`config.mk`:
```
export PLATFORM = sky130hd
export DESIGN_NAME = debounce_fsm
export DESIGN_NICKNAME = d
export VERILOG_FILES = /design/src/rtl/debounce_fsm.sv
export SDC_FILE = /design/constraint.sdc
export NUM_CORES = 1
export LEC_CHECK = 0
export CAP_MARGIN = 20
export CORE_AREA = 2 2 39 41
export DETAILED_ROUTE_END_ITERATION = 10
export DIE_AREA = 0 0 41 43
export GPL_TIMING_DRIVEN = 0
export PLACE_DENSITY = 0.44
export SETUP_SLACK_MARGIN = 0.15
export SLEW_MARGIN = 25
export SYNTH_ARGS = -nofsm -noshare
export SYNTH_HDL_FRONTEND = slang
export SYNTH_SLANG_ARGS = --single-unit
export TNS_END_PERCENT = 1
```
`constraint.sdc`:
```
create_clock -name clk -period 1.9 [get_ports clk]
set_input_delay 0.19 -clock clk [delete_from_list [all_inputs] [get_ports clk]]
set_output_delay 0.19 -clock clk [all_outputs]
set_load 0.02 [all_outputs]
```
`src/rtl/debounce_fsm.sv`:
```
// debounce_fsm: Moore debouncer that qualifies a level change over STABLE_CYC+1 equal samples.
// Optional DEBOUNCE_SYNC_EN inserts a 2-flop synchronizer on sw.
module debounce_fsm #(
  parameter int STABLE_CYC = 16
) (
  input  logic clk,
  input  logic rst,
  input  logic sw,
  output logic db_level,
  output logic busy
);
  localparam int W = STABLE_CYC > 1 ? $clog2(STABLE_CYC) : 1;
  localparam logic [W-1:0] LOAD = W'(STABLE_CYC - 1);
  typedef enum logic [1:0] {ZERO, WAIT1, ONE, WAIT0} state_t;
  state_t st, nxt;
  logic [W-1:0] cnt, cnt_nxt;
  logic s;
`ifdef DEBOUNCE_SYNC_EN
  logic [1:0] sync;
  always_ff @(posedge clk or negedge rst)
    if (!rst) sync <= '0;
    else sync <= {sync[0], sw};
  assign s = sync[1];
`else
  assign s = sw;
`endif
  always_comb begin
    nxt = st;
    cnt_nxt = cnt;
    case (st)
      ZERO:  if (s) begin nxt = WAIT1; cnt_nxt = LOAD; end
      WAIT1: if (!s) nxt = ZERO; else if (cnt == '0) nxt = ONE; else cnt_nxt = cnt - 1'b1;
      ONE:   if (!s) begin nxt = WAIT0; cnt_nxt = LOAD; end
      WAIT0: if (s) nxt = ONE; else if (cnt == '0) nxt = ZERO; else cnt_nxt = cnt - 1'b1;
    endcase
  end
  // outputs decoded from next state so they are flops aligned with the state register
  always_ff @(posedge clk or negedge rst)
    if (!rst) begin
      st <= ZERO;
      cnt <= '0;
      db_level <= 1'b0;
      busy <= 1'b0;
    end else begin
      st <= nxt;
      cnt <= cnt_nxt;
      db_level <= nxt == ONE || nxt == WAIT0;
      busy <= nxt == WAIT1 || nxt == WAIT0;
    end
endmodule
```
* Yosys cells after proc, flatten, opt, wreduce, memory -nomap -nowiden *
Index checks and enable logic that the tools add are counted.

word-level totals
  memories = 0
  bits of input ports = 3
  latch bits = 0
  bits in registers = 8
  bits in read-only memories = 0
  memory bits (writable) = 0

cells by class
  shift-type cells = 0
  equality and inequality tests = 10
  div/mod/pow operators = 0
  bitwise logic cells = 0
  reduce and logical (&&, ||, !) cells = 5
  order comparisons = 0
  mux-type cells = 13
  multipliers = 0
  add/sub/neg operators = 1

operator list
  kind                                              count
  2-to-1 mux 4 bit                                  5
  case mux 4 bit (4 select lines)                   1
  2-to-1 mux 2 bit                                  6
  == test 2 bit, second input constant              4
  != test 2 bit, second input constant              4
  case mux 2 bit (4 select lines)                   1
  == test 2 x 1 -> 1 bit, second input constant     2
  zero test 4 bit                                   1
  AND reduction 4 bit                               1
  subtractor 4 x 1 -> 4 bit, second input constant  1
  zero test 2 bit                                   1
  logical OR 1 bit                                  2

* Longest topological paths before layout *
Gate-level depths: netlist of the first run.

  depth in word-level cells = 6
  depth in mapped cells = 5

* Worst setup path after synthesis of the first run *
No wires, ideal clock.

  kind = register to register
  from = register cnt[0]
  to = register cnt[0]
  data arrival time = 1.262 ns
  path buffers = 0
  path slack = 0.513 ns
  stages on the path, launching flop included = 6
  required time = 1.775 ns
  cell sequence = dfrtp_1 -> inv_1 -> ha_1 -> and4bb_4 -> nor2_4 -> mux2_4

between the ends
  cells in the longest elaborated chain, start to end = 4
  elaborated cells on any way between the ends = 6
  those cells by class = 1 x add/sub; 4 x mux; 1 x reduce/logical

RTL lines
  element                                                       RTL line  source
  start, declared                                               16        logic [W-1:0] cnt, cnt_nxt;
  start signal, assigned                                        46        cnt <= cnt_nxt;
  subtractor 4 x 1 -> 4 bit or zero test 4 bit (tied branches)  32, 34
  2-to-1 mux 4 bit (*)                                          32, 34
  2-to-1 mux 4 bit (on tied branches)                           34, 32
  case mux 4 bit (4 select lines) (*)                           30        case (st)

Mark *: on every way between the ends. The rest lies on a longest branch, timed or not. The select of a mux whose other input is x is not followed.
A chain may end at the register's enable or synchronous reset.

* Worst setup path after layout of the first run *
  from = register db_level
  to = output db_level

RTL lines
  element                 RTL line  source
  start, declared         9         output logic db_level,
  start signal, assigned  42        db_level <= 1'b0;
  start signal, assigned  47        db_level <= nxt == ONE || nxt == WAIT0;

No word-level cell between the ends.

==> results.json, run 1 <==
{
  "status": "completed",
  "io_buffers": 4,
  "insertion_delay_ns": 0.25,
  "r2r_start": "cnt[0]",
  "antennaDiodeCount": 0,
  "routed_via_density": 4.54,
  "cts_max_level": 1,
  "grt_first_pass_wirelength_um": 959,
  "clockBufferDepth": 2,
  "cp_max_fo": 4,
  "rrSetupSlack_ns": 0.43,
  "finClkSkew_ns": 0.00265,
  "clock_sinks": 7,
  "drt_wl_total_um": 523,
  "yosysUniqueCellTypes": 18,
  "maxSlewViolCount": 0,
  "hold_path.class": "in2async",
  "setup_violations": 0,
  "cap_violations": 0,
  "path_delay_family": "buffers and inverters",
  "yosysSeqAreaShare_pct": 49.3,
  "cts_tree": "done",
  "firstDrtPassIters": 3,
  "drive_above_1_share_pct": 30.6,
  "gr-total-overflow": 0,
  "initialDrtViolationCount": 2,
  "fin_total_pwr_w": 0.000533,
  "grt_usage_pct": 9.01,
  "place_area_sq_um": 415,
  "syn_inst": 28,
  "fin_area_sq_um": 442,
  "crit_arrival_ns": 1.32,
  "wl_per_cell_um": 10.1,
  "nets": 41,
  "die-area_sq_um": 1760,
  "finalHoldViolations": 0,
  "holdWs_ns": 0.190,
  "power.leakage_nw": 0.192,
  "rows": 14,
  "crit_chain": "clkdlybuf4s50_1",
  "coreArea_sq_um": 1380,
  "cts_resized": 0,
  "tns_ns": 0,
  "area_delta_synth_final_pct": 24.3,
  "ys_ff_latch": 7,
  "yosysWarnings": 0,
  "antenna_found_initial": 0,
  "cp-end-kind": "primary output",
  "reg2reg_depth": 5,
  "crit_required_ns": 1.71,
  "cp-start-kind": "flop",
  "cts_setup_buffers": 0,
  "max_slew_margin_pct": 79.0,
  "vias": 236,
  "hold_buffers": 0,
  "fmax_ghz": 0.663,
  "powerDensity_nw_per_um2": 1210,
  "worstReg2RegEnd": "cnt[0]",
  "drc": 0,
  "synth_fp_nets": 32,
  "grt_pass1_vias": 240,
  "syn_avg_cell_area_sq_um": 12.7,
  "pin_count": 5,
  "grt_max_degree": 8,
  "ant_nets": 0,
  "dp_hpwl_um": 414,
  "ir_drop_mv": 0.354,
  "syn_area_sq_um": 355,
  "crit_path_start": "db_level",
  "crit_buf_inv": 1,
  "numCtsBuffers": 3,
  "die_w_um": 41,
  "rsz0062_at_grt": "false",
  "cts-root-buf": "clkbuf_4",
  "finalCriticalPeriod_ns": 1.51,
  "fin_crit_sh_pct": 79.4,
  "tightestPinTransition_ns": 0.314,
  "cts.clk_slew.worst_paths_ns": 0.05,
  "finish.utilization_pct": 31.9,
  "finalWeightedCongestion": 0.784,
  "cp_slowest_cell": "clkdlybuf4s50_1",
  "die_h_um": 43,
  "start_util_pct": 25.7,
  "crit_path_max_incr_delay_ns": 0.64,
  "critical_path_class": "reg2out"
}
-- area by class of cell --
type	count	area, sq um
tap	16	20.0
inverter	2	7.51
clock buffer	4	26.3
fill	136	942
sequential	7	175
timing repair buffer	4	40.0
multi-input combinational	19	173
-- sequential cells by signal, indices dropped and copies added (netlist names) --
signal    flops
st            1
db_level      1
cnt           4
busy          1
-- where the power goes --
part           internal [W]  switching (W)  leakage (nW)
registers          0.000193      0.0000428        0.0759
logic             0.0000957      0.0000628         0.101
clock network     0.0000803      0.0000579        0.0150
total              0.000369       0.000163         0.192
-- cell usage after synthesis --
cell type | number | area, sq um
a21o_1 | 1 | 7.51
a21oi_1 | 1 | 5.00
and4bb_4 | 1 | 16.3
dfrtp_1 | 7 | 175
ha_1 | 1 | 12.5
inv_1 | 2 | 7.51
mux2_2 | 1 | 11.3
mux2_4 | 2 | 30.0
nand2_1 | 3 | 11.3
nand3b_1 | 1 | 7.51
nand4_1 | 1 | 6.26
nor2_1 | 1 | 3.75
nor2_4 | 1 | 11.3
nor3_1 | 1 | 5.00
o221a_2 | 1 | 11.3
or2b_2 | 1 | 8.76
xnor2_2 | 1 | 16.3
xor2_1 | 1 | 8.76
-- metal layers --
| metal | part of all wire, % | track usage (%) | up-vias | wire length, um |
|---|---|---|---|---|
| met5 | 0 | 0 | - | 0 |
| met4 | 3.8 | 10.0 | 0 | 20 |
| met3 | 6.7 | 3.14 | 2 | 35 |
| met2 | 45 | 11.9 | 6 | 234 |
| met1 | 44 | 9.90 | 115 | 232 |
| li1 | - | - | 113 | - |
-- worst max-delay path by stage --
stage	endpoint	slack (ns)	cells past startpoint
after floorplan	cnt[0]	0.51	5
after global placement	cnt[0]	0.43	5
after detailed placement	cnt[0]	0.42	5
after CTS	db_level	0.37	1
after global routing	db_level	0.35	1
final	db_level	0.39	1
-- per-stage QoR --
stage / setup slack, ns / instances
6_report: 0.391 / 52
5_1_grt: 0.353 / 52
4_1_cts: 0.374 / 52
3_5_place_dp: 0.423 / 48
3_3_place_gp: 0.431 / 48
2_1_floorplan: 0.513 / 28
-- kinds of logic after synthesis --
kind of cell,Yosys count,synth area share [%]
compound gates,3,6.69
xor+xnor,2,7.04
mux,3,11.6
fa+ha+maj,1,3.52
simple gates,10,19.7
buf+inv,2,2.11
flops,7,49.3
-- cells in the final DEF (no fill, tap or decap) --
cell,instances
dfrtp_1,7
ha_1,1
nor3_1,1
or2b_2,1
clkdlybuf4s50_1,4
xnor2_2,1
xor2_1,1
nand3b_1,1
clkbuf_4,3
inv_1,2
a21oi_1,1
nor2_1,1
nand4_1,1
a21o_1,1
nand2_1,3
mux2_4,2
mux2_2,1
nor2_4,1
and4bb_4,1
o221a_2,1
clkbuf_1,1
No activity file was read; power rests on OpenSTA's default activity.
==> inputs of run 2 (changes only) <==
PLACE_DENSITY = 0.45   (was 0.44)
clock period = 1.38 ns   (was 1.9 ns; I/O delays follow)
==> run 2 against run 1 <==
Effect of this change: the flow now finishes with violations (negative setup slack); first-iteration DRC count is 100% higher; clock skew is 0.0017 ns lower; setup slack lost 0.43 ns; global-route usage up 1.8 points; power up 54%; utilization rose by 2.9 points; non-clock buffer count up 4; via count grew 4.2%; critical endpoint is now cnt[1]; highest routed layer unchanged.
==> results.json, run 2 (synthesis gave the netlist of run 1 again) <==
{
  "status": "finished with violations",
  "violations": "negative setup slack",
  "grt_pass1_vias": 258,
  "finalWeightedCongestion": 0.660,
  "hold_buffers": 0,
  "cts-root-buf": "clkbuf_4",
  "tightestPinTransition_ns": 0.335,
  "power.leakage_nw": 0.211,
  "numCtsBuffers": 3,
  "powerDensity_nw_per_um2": 1700,
  "grt_first_pass_wirelength_mm": 1.19,
  "setup_violations": 2,
  "cap_violations": 0,
  "regArea_sq_um": 175,
  "filler_cell_count": 146,
  "grt_usage_pct": 10.8,
  "crit_path_max_incr_delay_ns": 0.39,
  "crit_arrival_ns": 1.56,
  "cts_tree": "done",
  "path_delay_family": "flip-flops",
  "mostFrequentLayoutCells": "7 x dfrtp_1, 4 x buf_4, 3 x nand2_1, 3 x clkbuf_4",
  "maxSlewViolCount": 0,
  "rows": 14,
  "die-area_sq_um": 1760,
  "drt_wl_total_um": 657,
  "crit_chain": "inv_2 > ha_4 > and4bb_4 > nor2_4 > mux2_4",
  "gr-total-overflow": 0,
  "die_h_um": 43,
  "crit_required_ns": 1.52,
  "cp_max_fo": 4,
  "rsz0062_at_grt": "true",
  "cts.clk_slew.worst_paths_ns": 0.05,
  "coreArea_sq_um": 1380,
  "routed_via_density": 4.39,
  "fin_area_sq_um": 482,
  "antennaDiodeCount": 0,
  "insertion_delay_ns": 0.25,
  "initialDrtViolationCount": 4,
  "io_buffers": 4,
  "multiInputGateArea_sq_um": 185,
  "ant_nets": 0,
  "cts_max_level": 1,
  "pin_count": 5,
  "dp_hpwl_um": 447,
  "top_register": "cnt",
  "start_util_pct": 25.7,
  "drive_above_1_share_pct": 45.0,
  "nets": 45,
  "wl_per_cell_um": 11.7,
  "finClkSkew_ns": 0.000981,
  "hold_path.class": "in2async",
  "max_slew_margin_pct": 77.6,
  "final_cells": 56,
  "critical_path_class": "reg2reg",
  "clockBufferDepth": 2,
  "firstDrtPassIters": 3,
  "drc": 0,
  "fmax_ghz": 0.706,
  "grt_max_degree": 8,
  "fin_crit_sh_pct": 103,
  "cp-start-kind": "flop",
  "place_area_sq_um": 418,
  "ir_drop_mv": 0.584,
  "dpl.cell_count": 48,
  "finalHoldViolations": 0,
  "antenna_found_initial": 0,
  "cp-end-kind": "flop",
  "cp_slowest_cell": "dfrtp_1",
  "holdWs_ns": 0.150,
  "vias": 246,
  "area_delta_synth_final_pct": 35.6,
  "finalCriticalPeriod_ns": 1.42,
  "crit_buf_inv": 1,
  "fin_ws_ns": -0.0368,
  "clock_sinks": 7,
  "largest_reg_flops": 4,
  "layout_commonest_cell": "dfrtp_1",
  "die_w_um": 41
}
run 2: worst paths after layout:
kind / cells after the start / start / endpoint / slack [ns]
min in group clk: 1 / cnt[2] / cnt[2] / 0.54
min: 1 / rst / cnt[2] / 0.15
max reg2reg: 5 / cnt[0] / cnt[1] / -0.04
min reg2reg: 1 / cnt[2] / cnt[2] / 0.54
max: 5 / cnt[0] / cnt[1] / -0.04
max in group asynchronous: 1 / rst / cnt[0] / 0.98
run 2: report_power, final:
part | internal (W) | switching [W] | total [W]
combinational | 0.000182 | 0.000117 | 0.000299
clock | 0.000111 | 0.0000796 | 0.000190
sequential | 0.000266 | 0.0000642 | 0.000330
total | 0.000558 | 0.000261 | 0.000819
run 2: repair_timing:
item | 4_1_cts | 5_1_grt
hold endpoints to repair | 0 | 0
setup endpoints to repair | 6 | 4
setup buffers | 0 | 4
pin swaps | 1 | 2
resized for setup | 2 | 3
run 2: per-stage QoR:
step	setup WS [ns]	TNS, ns	util (%)	total power (W)
finish	-0.0368	-0.0729	34.8	0.000819
global route	-0.0991	-0.203	34.8	0.000888
CTS	-0.0418	-0.0964	31.9	0.000745
detailed placement	-0.0653	-0.133	30.2	0.000565
global placement	-0.0448	-0.0893	30.2	0.000552
floorplan	0.0528	0	-	0.000490
run 2: layout make-up:
| class | instances | area share, % |
|---|---|---|
| clock buffer | 4 | 5.45 |
| timing repair buffer | 8 | 14.0 |
| inverter | 2 | 1.56 |
| multi-input combinational | 19 | 38.4 |
| tap | 16 | 4.16 |
| sequential | 7 | 36.4 |
run 2: layer usage:
metal,GRT usage [%],share of wire (%)
met1,14.0,45
met2,13.4,48
met3,3.14,2.7
met4,10.0,4.0
met5,0,0
